===== config.mk =====
export PLATFORM = sky130hd
export DESIGN_NAME = mem_port_arbiter_flat
export DESIGN_NICKNAME = d
export VERILOG_FILES = /design/src/rtl/mem_port_arbiter_if.sv /design/src/rtl/mem_port_arbiter.sv /design/src/flat_wrapper.sv
export SDC_FILE = /design/constraint.sdc
export NUM_CORES = 1
export LEC_CHECK = 0
export BUFFER_PORTS_ARGS = -buffer_cell sky130_fd_sc_hd__buf_2
export CAP_MARGIN = 5
export CORE_MARGIN = 8
export CORE_UTILIZATION = 33
export CTS_CLUSTER_DIAMETER = 120
export DETAILED_ROUTE_END_ITERATION = 16
export PLACE_DENSITY = 0.91
export REMOVE_ABC_BUFFERS = 1
export SLEW_MARGIN = 20
export SYNTH_ARGS = -nofsm -noshare
export SYNTH_HDL_FRONTEND = slang
export SYNTH_SLANG_ARGS = --single-unit

===== constraint.sdc =====
create_clock -name clk -period 3 [get_ports clk]
set_input_delay 0.6 -clock clk [delete_from_list [all_inputs] [get_ports clk]]
set_output_delay 0.6 -clock clk [all_outputs]
set_load 0.03 [all_outputs]

===== src/rtl/mem_port_arbiter_if.sv =====
// Bundle of the three requester handshakes and the shared RAM port.
// The arbiter uses the slave view; the requesters/RAM side uses master.
interface mem_port_arbiter_if #(
  parameter int ADDR_W = 13,
  parameter int DATA_W = 16
);
  logic              fetch_req;
  logic [ADDR_W-1:0] fetch_addr;
  logic              fetch_gnt;
  logic              fetch_rvalid;
  logic [DATA_W-1:0] fetch_rdata;

  logic              lsu_req;
  logic              lsu_we;
  logic [ADDR_W-1:0] lsu_addr;
  logic [DATA_W-1:0] lsu_wdata;
  logic [1:0]        lsu_be;
  logic              lsu_gnt;
  logic              lsu_rvalid;
  logic [DATA_W-1:0] lsu_rdata;

  logic              gpu_req;
  logic              gpu_urgent;
  logic [ADDR_W-1:0] gpu_addr;
  logic              gpu_gnt;
  logic              gpu_rvalid;
  logic [DATA_W-1:0] gpu_rdata;

  logic [ADDR_W-1:0] mem_addr;
  logic              mem_we;
  logic [1:0]        mem_be;
  logic [DATA_W-1:0] mem_wdata;
  logic [DATA_W-1:0] mem_rdata;

  modport slave (
    input  fetch_req, fetch_addr,
    output fetch_gnt, fetch_rvalid, fetch_rdata,
    input  lsu_req, lsu_we, lsu_addr, lsu_wdata, lsu_be,
    output lsu_gnt, lsu_rvalid, lsu_rdata,
    input  gpu_req, gpu_urgent, gpu_addr,
    output gpu_gnt, gpu_rvalid, gpu_rdata,
    output mem_addr, mem_we, mem_be, mem_wdata,
    input  mem_rdata
  );

  modport master (
    output fetch_req, fetch_addr,
    input  fetch_gnt, fetch_rvalid, fetch_rdata,
    output lsu_req, lsu_we, lsu_addr, lsu_wdata, lsu_be,
    input  lsu_gnt, lsu_rvalid, lsu_rdata,
    output gpu_req, gpu_urgent, gpu_addr,
    input  gpu_gnt, gpu_rvalid, gpu_rdata,
    input  mem_addr, mem_we, mem_be, mem_wdata,
    output mem_rdata
  );
endinterface


===== src/rtl/mem_port_arbiter.sv =====
// Three-way arbiter for the single-port program/data RAM: GPU urgent override,
// fetch anti-starvation override, then round-robin; read data tagged one cycle later.
module mem_port_arbiter #(
  parameter int ADDR_W   = 13,
  parameter int DATA_W   = 16,
  parameter int MAX_WAIT = 4
) (
  input logic               clk,
  input logic               rst_async,
  mem_port_arbiter_if.slave bus
);
  typedef enum logic [1:0] {
    OWN_NONE  = 2'd0,
    OWN_FETCH = 2'd1,
    OWN_LSU   = 2'd2,
    OWN_GPU   = 2'd3
  } owner_t;

  localparam logic [3:0] MAX_WAIT_C = 4'(MAX_WAIT);

  // rr_ptr_reg holds the last-granted requester; GPU at reset makes fetch first.
  owner_t     rr_ptr_reg;
  owner_t     rd_owner_reg;
  logic [3:0] starve_cnt_reg;
  owner_t     gnt_sel;
  logic       gnt_is_read;

  always_comb begin
    gnt_sel = OWN_NONE;
    if (!rst_async) begin
      if (bus.gpu_req && bus.gpu_urgent) begin
        gnt_sel = OWN_GPU;
      end else if (bus.fetch_req && (starve_cnt_reg == MAX_WAIT_C)) begin
        gnt_sel = OWN_FETCH;
      end else begin
        case (rr_ptr_reg)
          OWN_FETCH: begin
            if (bus.lsu_req)        gnt_sel = OWN_LSU;
            else if (bus.gpu_req)   gnt_sel = OWN_GPU;
            else if (bus.fetch_req) gnt_sel = OWN_FETCH;
          end
          OWN_LSU: begin
            if (bus.gpu_req)        gnt_sel = OWN_GPU;
            else if (bus.fetch_req) gnt_sel = OWN_FETCH;
            else if (bus.lsu_req)   gnt_sel = OWN_LSU;
          end
          default: begin
            if (bus.fetch_req)      gnt_sel = OWN_FETCH;
            else if (bus.lsu_req)   gnt_sel = OWN_LSU;
            else if (bus.gpu_req)   gnt_sel = OWN_GPU;
          end
        endcase
      end
    end
  end

  assign bus.fetch_gnt = (gnt_sel == OWN_FETCH);
  assign bus.lsu_gnt   = (gnt_sel == OWN_LSU);
  assign bus.gpu_gnt   = (gnt_sel == OWN_GPU);
  assign gnt_is_read   = (gnt_sel != OWN_NONE) && !((gnt_sel == OWN_LSU) && bus.lsu_we);

  always_comb begin
    bus.mem_addr  = '0;
    bus.mem_we    = 1'b0;
    bus.mem_be    = 2'b00;
    bus.mem_wdata = '0;
    case (gnt_sel)
      OWN_FETCH: begin
        bus.mem_addr = bus.fetch_addr;
        bus.mem_be   = 2'b11;
      end
      OWN_LSU: begin
        bus.mem_addr  = bus.lsu_addr;
        bus.mem_we    = bus.lsu_we;
        bus.mem_be    = bus.lsu_we ? bus.lsu_be : 2'b11;
        bus.mem_wdata = bus.lsu_wdata;
      end
      OWN_GPU: begin
        bus.mem_addr = bus.gpu_addr;
        bus.mem_be   = 2'b11;
      end
      default: ;
    endcase
  end

  always_ff @(posedge clk or posedge rst_async) begin
    if (rst_async) begin
      rr_ptr_reg     <= OWN_GPU;
      rd_owner_reg   <= OWN_NONE;
      starve_cnt_reg <= 4'd0;
    end else begin
      if (gnt_sel != OWN_NONE) begin
        rr_ptr_reg <= gnt_sel;
      end
      rd_owner_reg <= gnt_is_read ? gnt_sel : OWN_NONE;
      if (bus.fetch_req && (gnt_sel != OWN_FETCH)) begin
        if (starve_cnt_reg != MAX_WAIT_C) begin
          starve_cnt_reg <= starve_cnt_reg + 4'd1;
        end
      end else begin
        starve_cnt_reg <= 4'd0;
      end
    end
  end

  // Read data is a plain passthrough; only the owner's rvalid qualifies it.
  assign bus.fetch_rvalid = (rd_owner_reg == OWN_FETCH);
  assign bus.lsu_rvalid   = (rd_owner_reg == OWN_LSU);
  assign bus.gpu_rvalid   = (rd_owner_reg == OWN_GPU);
  assign bus.fetch_rdata  = bus.mem_rdata;
  assign bus.lsu_rdata    = bus.mem_rdata;
  assign bus.gpu_rdata    = bus.mem_rdata;
endmodule

===== src/flat_wrapper.sv =====
// flat-port wrapper written by rule: the top's interface ports become plain ports
module mem_port_arbiter_flat 
#(
  parameter int ADDR_W   = 13,
  parameter int DATA_W   = 16,
  parameter int MAX_WAIT = 4
)
  (clk, rst_async, bus_fetch_req, bus_fetch_addr, bus_fetch_gnt, bus_fetch_rvalid, bus_fetch_rdata, bus_lsu_req, bus_lsu_we, bus_lsu_addr, bus_lsu_wdata, bus_lsu_be, bus_lsu_gnt, bus_lsu_rvalid, bus_lsu_rdata, bus_gpu_req, bus_gpu_urgent, bus_gpu_addr, bus_gpu_gnt, bus_gpu_rvalid, bus_gpu_rdata, bus_mem_addr, bus_mem_we, bus_mem_be, bus_mem_wdata, bus_mem_rdata);
  mem_port_arbiter_if #(.ADDR_W(ADDR_W), .DATA_W(DATA_W)) bus_i ();
  input logic clk;
  input logic rst_async;
  input wire logic [$bits(bus_i.fetch_req)-1:0] bus_fetch_req;
  input wire logic [$bits(bus_i.fetch_addr)-1:0] bus_fetch_addr;
  output wire logic [$bits(bus_i.fetch_gnt)-1:0] bus_fetch_gnt;
  output wire logic [$bits(bus_i.fetch_rvalid)-1:0] bus_fetch_rvalid;
  output wire logic [$bits(bus_i.fetch_rdata)-1:0] bus_fetch_rdata;
  input wire logic [$bits(bus_i.lsu_req)-1:0] bus_lsu_req;
  input wire logic [$bits(bus_i.lsu_we)-1:0] bus_lsu_we;
  input wire logic [$bits(bus_i.lsu_addr)-1:0] bus_lsu_addr;
  input wire logic [$bits(bus_i.lsu_wdata)-1:0] bus_lsu_wdata;
  input wire logic [$bits(bus_i.lsu_be)-1:0] bus_lsu_be;
  output wire logic [$bits(bus_i.lsu_gnt)-1:0] bus_lsu_gnt;
  output wire logic [$bits(bus_i.lsu_rvalid)-1:0] bus_lsu_rvalid;
  output wire logic [$bits(bus_i.lsu_rdata)-1:0] bus_lsu_rdata;
  input wire logic [$bits(bus_i.gpu_req)-1:0] bus_gpu_req;
  input wire logic [$bits(bus_i.gpu_urgent)-1:0] bus_gpu_urgent;
  input wire logic [$bits(bus_i.gpu_addr)-1:0] bus_gpu_addr;
  output wire logic [$bits(bus_i.gpu_gnt)-1:0] bus_gpu_gnt;
  output wire logic [$bits(bus_i.gpu_rvalid)-1:0] bus_gpu_rvalid;
  output wire logic [$bits(bus_i.gpu_rdata)-1:0] bus_gpu_rdata;
  output wire logic [$bits(bus_i.mem_addr)-1:0] bus_mem_addr;
  output wire logic [$bits(bus_i.mem_we)-1:0] bus_mem_we;
  output wire logic [$bits(bus_i.mem_be)-1:0] bus_mem_be;
  output wire logic [$bits(bus_i.mem_wdata)-1:0] bus_mem_wdata;
  input wire logic [$bits(bus_i.mem_rdata)-1:0] bus_mem_rdata;
  assign bus_i.fetch_req = bus_fetch_req;
  assign bus_i.fetch_addr = bus_fetch_addr;
  assign bus_fetch_gnt = bus_i.fetch_gnt;
  assign bus_fetch_rvalid = bus_i.fetch_rvalid;
  assign bus_fetch_rdata = bus_i.fetch_rdata;
  assign bus_i.lsu_req = bus_lsu_req;
  assign bus_i.lsu_we = bus_lsu_we;
  assign bus_i.lsu_addr = bus_lsu_addr;
  assign bus_i.lsu_wdata = bus_lsu_wdata;
  assign bus_i.lsu_be = bus_lsu_be;
  assign bus_lsu_gnt = bus_i.lsu_gnt;
  assign bus_lsu_rvalid = bus_i.lsu_rvalid;
  assign bus_lsu_rdata = bus_i.lsu_rdata;
  assign bus_i.gpu_req = bus_gpu_req;
  assign bus_i.gpu_urgent = bus_gpu_urgent;
  assign bus_i.gpu_addr = bus_gpu_addr;
  assign bus_gpu_gnt = bus_i.gpu_gnt;
  assign bus_gpu_rvalid = bus_i.gpu_rvalid;
  assign bus_gpu_rdata = bus_i.gpu_rdata;
  assign bus_mem_addr = bus_i.mem_addr;
  assign bus_mem_we = bus_i.mem_we;
  assign bus_mem_be = bus_i.mem_be;
  assign bus_mem_wdata = bus_i.mem_wdata;
  assign bus_i.mem_rdata = bus_mem_rdata;
  mem_port_arbiter #(.ADDR_W(ADDR_W), .DATA_W(DATA_W), .MAX_WAIT(MAX_WAIT)) u_core (.clk(clk), .rst_async(rst_async), .bus(bus_i));
endmodule

* Word level (Yosys, flattened, before mapping)
Index checks and enable logic that the tools add are counted.
** Storage, ports and cells
- Output and inout port bits :: 86
- Bits of input ports :: 80
- Register bits after elaboration :: 8
** Operators by class
- Mux-type cells :: 21
- Add/sub/neg operators :: 1
- Equality and inequality tests :: 12
- Reduce and logical (&&, ||, !) cells :: 8
** Operators by type and width (count)
- $pmux 13 s3 :: 1
- $mux 2 :: 13
- $mux 16 :: 1
- $eq 2x2->1 const B :: 5
- $mux 4 :: 2
- $pmux 2 s2 :: 2
- $eq 2x1->1 const B :: 3
- $logic_and 1x1->1 :: 5
- $add 4x1->4 const B :: 1
- $eq 4x3->1 const B :: 1
- $ne 4x3->1 const B :: 1
- $mux 1 :: 2
- $ne 2x1->1 const B :: 1
- $ne 2x2->1 const B :: 1
- $reduce_bool 2->1 :: 1
- $reduce_or 2->1 :: 1
- $logic_not 1->1 :: 1

* Longest topological paths before layout
Gate-level depths: netlist of run 1.
- Word-level depth :: 12
- Depth in mapped cells :: 8

* Least setup slack after synthesis of run 1
No wires, ideal clock.
- Path type :: register to output
- Start :: register u_core.rr_ptr_reg[0]
- End :: output bus_mem_addr[10]
- Path buffers :: 1
- Arrival :: 2358 ps
- Data required time :: 2400 ps
- Stages on the path, launching flop included :: 9
- Setup slack :: 42 ps
- Path through :: dfstp_2 -> inv_1 -> ha_1 -> or2_1 -> o21ai_4 -> o21bai_1 -> a211oi_4 -> buf_6 -> a221o_1
** On the way
- Word-level cells in the longest chain between the ends :: 7
- Elaborated cells between the ends (all ways) :: 10
** RTL lines
- from (decl) :: RTL line mem_port_arbiter.sv:22 : owner_t rr_ptr_reg;
- from (signal assigned) :: RTL line mem_port_arbiter.sv:93 : rr_ptr_reg <= gnt_sel;
- $eq 2x2->1 / $eq 2x1->1 (equally long branches) :: RTL line mem_port_arbiter.sv:36 : case (rr_ptr_reg)
- $pmux 2 s2 (*) :: RTL line mem_port_arbiter.sv:36
- $mux 2 (*) :: RTL line mem_port_arbiter.sv:33 : end else if (bus.fetch_req && (starve_cnt_reg == MAX_WAIT_C)) begin
- $mux 2 (*) :: RTL line mem_port_arbiter.sv:31 : if (bus.gpu_req && bus.gpu_urgent) begin
- $mux 2 (*) :: RTL line mem_port_arbiter.sv:30 : if (!rst_async) begin
- $eq 2x1->1 (*)
- named net bus_fetch_gnt :: RTL line flat_wrapper.sv:14 : output wire logic [$bits(bus_i.fetch_gnt)-1:0] bus_fetch_gnt;
- $pmux 13 s3 (*) :: RTL line mem_port_arbiter.sv:67 : case (gnt_sel)
- to (decl) :: RTL line flat_wrapper.sv:31 : output wire logic [$bits(bus_i.mem_addr)-1:0] bus_mem_addr;
Mark *: on every way through the listed nets, which the timed path passes. The rest lies on a longest branch.

* Final worst setup path of run 1
- Start :: register u_core.rr_ptr_reg[0]
- End :: output bus_mem_addr[1]
** On the way
- Word-level cells in the longest chain between the ends :: 7
- Elaborated cells between the ends (all ways) :: 10
** RTL lines (RTL line)
- $eq 2x2->1 / $eq 2x1->1 (equally long branches) :: mem_port_arbiter.sv:36
- $pmux 2 s2 (*) :: mem_port_arbiter.sv:36
- $mux 2 (*) :: mem_port_arbiter.sv:33
- $mux 2 (*) :: mem_port_arbiter.sv:31
- $mux 2 (*) :: mem_port_arbiter.sv:30
- $eq 2x2->1 / $eq 2x1->1 (equally long branches) :: mem_port_arbiter.sv:67
- $pmux 13 s3 (*) :: mem_port_arbiter.sv:67
Every way passes the cells marked *; elsewhere a longest branch is shown, timed or not.

==> results.md, run 1 <==
- Drt total wl: 5390 µm
- Pwr dens: 1020 nW/µm²
- Sequential share of the synthesized area: 15.1%
- Required @ worst endpoint: 2400 ps
- Synth area leaders: buf_4 27%, and3_1 14%, dfrtp_1 11%, a221o_1 8.2%, dfstp_2 3.9%
- TNS Setup: -762 ps
- Status: finished with violations
- Startpoint types: flop
- CP Buf/Inv Count: 3
- Gr busiest metal: met2
- Distinct cell type count after synthesis: 36
- Clock transition at path regs: 50 ps
- CTS Buf Count: 3
- Met1 Track Usage GR: 16.9%
- Max VDD drop: 0.382 mV
- Hold_ws: 402 ps
- Failing checks: negative setup slack
- Synth Area in Compound Gates: a little over 20%
- Final Cycle Share: 103%
- Vias: 1407
- Syn_area_per_cell: 8.35 µm²
- Drt first pass iters: 4
- Initial cell density of the core: between 30% and 40%
- First-pass GRT wire length: 8290 µm
- Least-Margin Pin Slew: between 300 and 400 ps
- CORE AREA: 3970 µm²
- Final Hold Fails: 0
- Critical path class: flop to output pin
- Pins Over Slew Limit: 0
- Die Footprint: 6370 µm²
- Clock Path Buffers: 2
- Final setup violation count: 13
- Post-detail-place hpwl: 4270 µm
- Largest family of logic cells by synthesized area: buffers and inverters
- RSZ-0062 raised after global routing: true
- Post-DR wirelength/cell: between 15 and 20 µm
- # clock sinks: 8
- Antenna-violating nets left: 0
- CP max FO: 7
- Highest-delay cell along the critical path: dfstp_2
- GRT Total Usage: between 10% and 20%
- DRC viols: 0
- Layout cells sized above 1: approximately 63%
- Ant diodes: 0
- Mapped cell area: 1350 µm²
- Adder-cell area share of the yosys netlist: 3.72%
- CTS tree: done
- CTS H-Tree Depth: 1
- Max stage delay on crit path: 550 ps
- Die height: 79.8 µm
- First DRT Iteration DRCs: 36
- Synth Area in XOR/XNOR: 1.30%
- Worst slew margin: 79.5%
- Seq cells post-synth: 8
- Simple-Gate Fraction of Synth Area: 26.1%
- Worst skew pair latency: 230 ps
- Vias in the first global route: 1559
- Largest register FFs: 4
- Final GP Congestion: 0.816
- FP Rows: 23
- Setup ws final: -81.8 ps
- Synth warn: 0
- Met3 GRT Util: 13.2%
- FMAX: ~0.32 GHz
- Ports: 166
- Cell taking the most area after synthesis: buf_4
- Final nets: 307
- Met2 Use GR: a little over a quarter
- Worst min-delay path class: primary input to asynchronous set/reset pin
- Global route total overflow: 0
- CP arrival: 2480 ps
- Largest net degree at the start of global routing: 28
- Die W: 79.8 µm
- Final clock skew: 2.99 ps
- IO Port Bufs: 101
- Mux contribution to synthesized area: 0%
- Share of the synthesized area in the top cell type: 26.8%
- DR vias/cell: 5.17
- Kind of end point of the critical path: output pin
- Area growth from synthesis to layout: 34.6%
- Leak pwr: 1.07 nW
- Mapped Cells: 161
- Max Cap Viol: 0
- Initial antenna violation count: 0
- Worst slack at placement: 63.5 ps
- Crit-path cells: inv_2 -> ha_4 -> or2_4 -> o21ai_4 -> nor3b_4 -> buf_4 -> a22o_4 -> a221o_2 -> buf_6
- CP top delay family: compound AO/OA/AOI/OAI gates
- Post-layout min period: 3080 ps
- Total Power: 1.84 mW
- CTS root buffer: clkbuf_8
-- power by group --
group / switching (mW) / total, mW / internal [mW]
registers: 0.0400 / 0.200 / 0.160
clock network: 0.0481 / 0.141 / 0.0926
logic: 0.832 / 1.50 / 0.665
total: 0.921 / 1.84 / 0.917
-- Yosys cell counts, drive strengths merged --
| cell type | instances |
|---|---|
| nand3b | 1 |
| a211oi | 2 |
| buf | 50 |
| a21o | 1 |
| nor2b | 5 |
| and3 | 31 |
| nor3 | 4 |
| nor3b | 1 |
| nand3 | 2 |
| ha | 4 |
| xnor2 | 2 |
| dlymetal6s2s | 1 |
| a21boi | 1 |
| clkbuf | 5 |
| nand2b | 1 |
| nand2 | 3 |
| a22o | 1 |
| o22ai | 1 |
| a21oi | 3 |
| and2 | 2 |
| nor2 | 3 |
| o21ai | 5 |
| a221o | 13 |
| inv | 8 |
| or2 | 2 |
| dfrtp | 6 |
| dfstp | 2 |
| o21bai | 1 |
-- repair_timing --
action | in CTS | in global routing
hold buffers | 0 | 0
resized for setup | 34 | 9
endpoints found under the setup margin | 14 | 30
cloned | 2 | 0
hold endpoints to repair | 0 | 0
pin swaps | 3 | 7
buffers inserted | 2 | 4
-- cell usage in the layout (no fill, tap or decap), types with 2 or more instances in the layout --
cell type	count
buf_2	86
and3_1	27
buf_6	14
a221o_1	11
buf_4	10
inv_1	6
dfrtp_1	6
nor2b_1	4
nor3_1	4
nand2_1	3
nor2_1	3
and3_4	3
ha_1	3
clkbuf_8	3
inv_2	2
or2_4	2
nand3_1	2
o21ai_1	2
o21ai_0	2
xnor2_1	2
and2_1	2
a22o_4	2
a221o_2	2
a21oi_1	2
buf_12	2
dfstp_2	2
-- worst min-delay path, stage by stage --
cell   delay [ps]
buf_2         120
inv_1          60
buf_4         200
-- path summary, 6_finish.rpt --
| kind | startpoint | endpoint | slack (ps) | depth (start not counted) |
|---|---|---|---|---|
| setup / recovery | u_core.rr_ptr_reg[0] | bus_mem_addr[1] | -80 | 9 |
| hold / removal | rst_async | u_core.starve_cnt_reg[0] | 400 | 3 |
| setup reg to reg | u_core.rr_ptr_reg[0] | u_core.starve_cnt_reg[2] | 870 | 9 |
| hold reg to reg | u_core.rr_ptr_reg[0] | u_core.rr_ptr_reg[0] | 530 | 1 |
| max in group asynchronous | rst_async | u_core.rr_ptr_reg[1] | 2370 | 3 |
| min in group clk | u_core.rr_ptr_reg[0] | u_core.rr_ptr_reg[0] | 530 | 1 |
-- routing by layer --
layer / share of wire (%) / wire length [µm]
met1: 36 / 1950
met2: 44 / 2380
met3: 17 / 940
met4: 1.4 / 78
met5: 0.93 / 50
-- through the flow --
step	cell area [µm²]	utilization, %	std cells
global route	1810	45.6	272
detailed placement	1580	39.8	262
global placement	1580	39.8	262
finish	1810	45.6	272
floorplan	931	-	105
CTS	1810	45.5	270
-- cell families after synthesis --
family          Yosys count
compound gates           28
flops                     8
buf+inv                  64
xor+xnor                  2
fa+ha+maj                 4
simple gates             55
-- final cells by class --
type | count | area [µm²]
timing repair buffer | 112 | 703
sequential | 8 | 203
tap | 50 | 62.6
multi-input combinational | 90 | 767
clock buffer | 4 | 45.0
fill | 386 | 2160
inverter | 8 | 30.0
No activity file was read; power rests on OpenSTA's default activity.
==> run 2: changes to the inputs <==
--- a/config.mk
+++ b/config.mk
@@ -11,6 +11,7 @@
 export CORE_UTILIZATION = 33
 export CTS_CLUSTER_DIAMETER = 120
 export DETAILED_ROUTE_END_ITERATION = 16
+export MAX_ROUTING_LAYER = met4
 export PLACE_DENSITY = 0.91
 export REMOVE_ABC_BUFFERS = 1
 export SLEW_MARGIN = 20
==> run 2 against run 1 <==
- the flow still finishes with violations (negative setup slack)
- highest routed layer is now met4
- fmax barely moved
- largest power group unchanged
- sequential share of layout area stayed put
- clock skew barely moved
- wire length grew 0.61%
==> results.md, run 2 (synthesis gave the netlist of run 1 again) <==
- Area of the multi-input gates: ~770 µm²
- Least-Margin Pin Slew: ~300 ps
- Worst skew pair latency: between 200 and 250 ps
- CP Buf/Inv Count: 3
- # fillers: 386
- Core Util, Final: 45.6%
- FF-to-FF Start: u_core.rr_ptr_reg[0]
- Clock Path Buffers: 2
- Required @ worst endpoint: 2400 ps
- Final nets: about 300
- Kind of end point of the critical path: output pin
- Die W: 79.8 µm
- Final std cells w/o fill: 272
- Pins Over Slew Limit: 0
- Post-route cell area: 1810 µm²
- Layout cells sized above 1: 62.6%
- DR vias/cell: 5.15
- Placed cell areas: 1580 µm²
- Leak pwr: 1.07 nW
- Reg2reg setup slack: 870 ps
- Area growth from synthesis to layout: 34.6%
- Startpoint types: flop
- Clock transition at path regs: approximately 50 ps
- Pwr dens: 1020 nW/µm²
- CP max FO: 7
- Commonest non-fill, non-tap cell in the layout: buf_2
- First DRT Iteration DRCs: 37
- Worst slew margin: between 70% and 80%
- DRC viols: 0
- CTS root buffer: clkbuf_8
- Post-CTS Hold Fix Bufs: 0
- Post-detail-place hpwl: 4270 µm
- Most frequent cells in the layout: 86 x buf_2, 27 x and3_1, 14 x buf_6, 11 x a221o_1, 10 x buf_4
- IO Port Bufs: about 100
- Vias in the first global route: 1564
- Worst min-delay path class: primary input to asynchronous set/reset pin
- CTS tree: done
- Setup ws final: -84.7 ps
- Register area: 203 µm²
- Initial cell density of the core: 33.9%
- Largest net degree at the start of global routing: 28
- Failing checks: negative setup slack
- First-pass GRT wire length: around 8300 µm
- Final setup violation count: 13
- Drt first pass iters: 4
- Status: finished with violations
- Ports: around 170
- Highest-delay cell along the critical path: dfstp_2
- Critical path class: flop to output pin
- Antenna-violating nets left: 0
- R2R depth: 9
- Initial antenna violation count: 0
- Ant diodes: 0
- # clock sinks: 8
- Drt total wl: between 5000 and 6000 µm
- CP arrival: about 2500 ps
- Worst r2r dst: u_core.starve_cnt_reg[2]
- Max Cap Viol: 0
- FP Rows: 23
- Hold_ws: 401 ps
- Largest register FFs: 4
- CORE AREA: between 3000 and 4000 µm²
- CP Launch Point: u_core.rr_ptr_reg[0]
- GRT Total Usage: 17.3%
- Dpl cells: around 260
- CTS Buf Count: 3
- Max VDD drop: 0.382 mV
- Die height: roughly 80 µm
- Final GP Congestion: 0.829
- Crit-path cells: inv_2 -> ha_4 -> or2_4 -> o21ai_4 -> nor3b_4 -> buf_4 -> a22o_4 -> a221o_2 -> buf_6
- RSZ-0062 raised after global routing: true
- Die Footprint: approximately 6400 µm²
- CTS H-Tree Depth: 1
- Max stage delay on crit path: 550 ps
- FMAX: 0.324 GHz
- Crit path to: bus_mem_addr[1]
- Post-DR wirelength/cell: 19.9 µm
- Post-layout min period: 3080 ps
- Crit path depth: 9
- Final clock skew: 2.96 ps
- Vias: between 1000 and 1500
- CP top delay family: compound AO/OA/AOI/OAI gates
- Final Hold Fails: 0
- Global route total overflow: 0
- Final Cycle Share: 103%
run 2: cell counts in the layout (fill, tap and decap cells not counted):
Identical to the previous run, type by type.
run 2: report_power, final:
part	switching (mW)	internal (mW)	leakage, nW	total [mW]
logic	0.836	0.665	0.945	1.50
registers	0.0399	0.160	0.100	0.199
clock network	0.0481	0.0926	0.0228	0.141
run 2: repair_timing:
| action | CTS | global route |
|---|---|---|
| pin swaps | 3 | 7 |
| endpoints found under the hold margin | 0 | 0 |
| gates cloned | 2 | 0 |
| endpoints found under the setup margin | 14 | 30 |
| buffers inserted | 2 | 4 |
| gates resized for setup | 34 | 9 |
run 2: worst min-delay path by stage:
stage / startpoint / endpoint / slack [ps] / depth (start not counted)
global route: rst_async / u_core.starve_cnt_reg[0] / 420 / 3
global placement: u_core.rr_ptr_reg[1] / u_core.rr_ptr_reg[1] / 500 / 2
detailed placement: u_core.rr_ptr_reg[0] / u_core.rr_ptr_reg[0] / 530 / 1
finish: rst_async / u_core.starve_cnt_reg[0] / 400 / 3
floorplan: rst_async / u_core.rd_owner_reg[0] / 450 / 1
CTS: rst_async / u_core.starve_cnt_reg[0] / 400 / 3
run 2: worst min-delay path: stages:
cell,delay [ps]
buf_2,120
inv_1,60
buf_4,200
run 2: layer usage:
layer  global-route usage (%)  wire length (µm)  share of wire (%)
met5                        -                 0                  0
met4                     3.82                48               0.88
met3                     10.5               777                 14
met2                     26.3              2430                 45
met1                     18.9              2170                 40
run 2: cell type report:
class | count | area share [%]
clock buffer | 4 | 2.49
inverter | 8 | 1.66
multi-input combinational | 90 | 42.4
sequential | 8 | 11.2
tap | 50 | 3.46
timing repair buffer | 112 | 38.8
run 2: per-stage QoR:
| step | setup TNS (ps) | power [mW] | setup slack (ps) |
|---|---|---|---|
| 3_5_place_dp | 0 | 1.43 | 63.5 |
| 3_3_place_gp | 0 | 1.41 | 105 |
| 5_1_grt | -1600 | 1.97 | -140 |
| 2_1_floorplan | -2940 | 1.02 | -294 |
| 6_report | -780 | 1.84 | -84.7 |
| 4_1_cts | -29.9 | 1.90 | -8.78 |
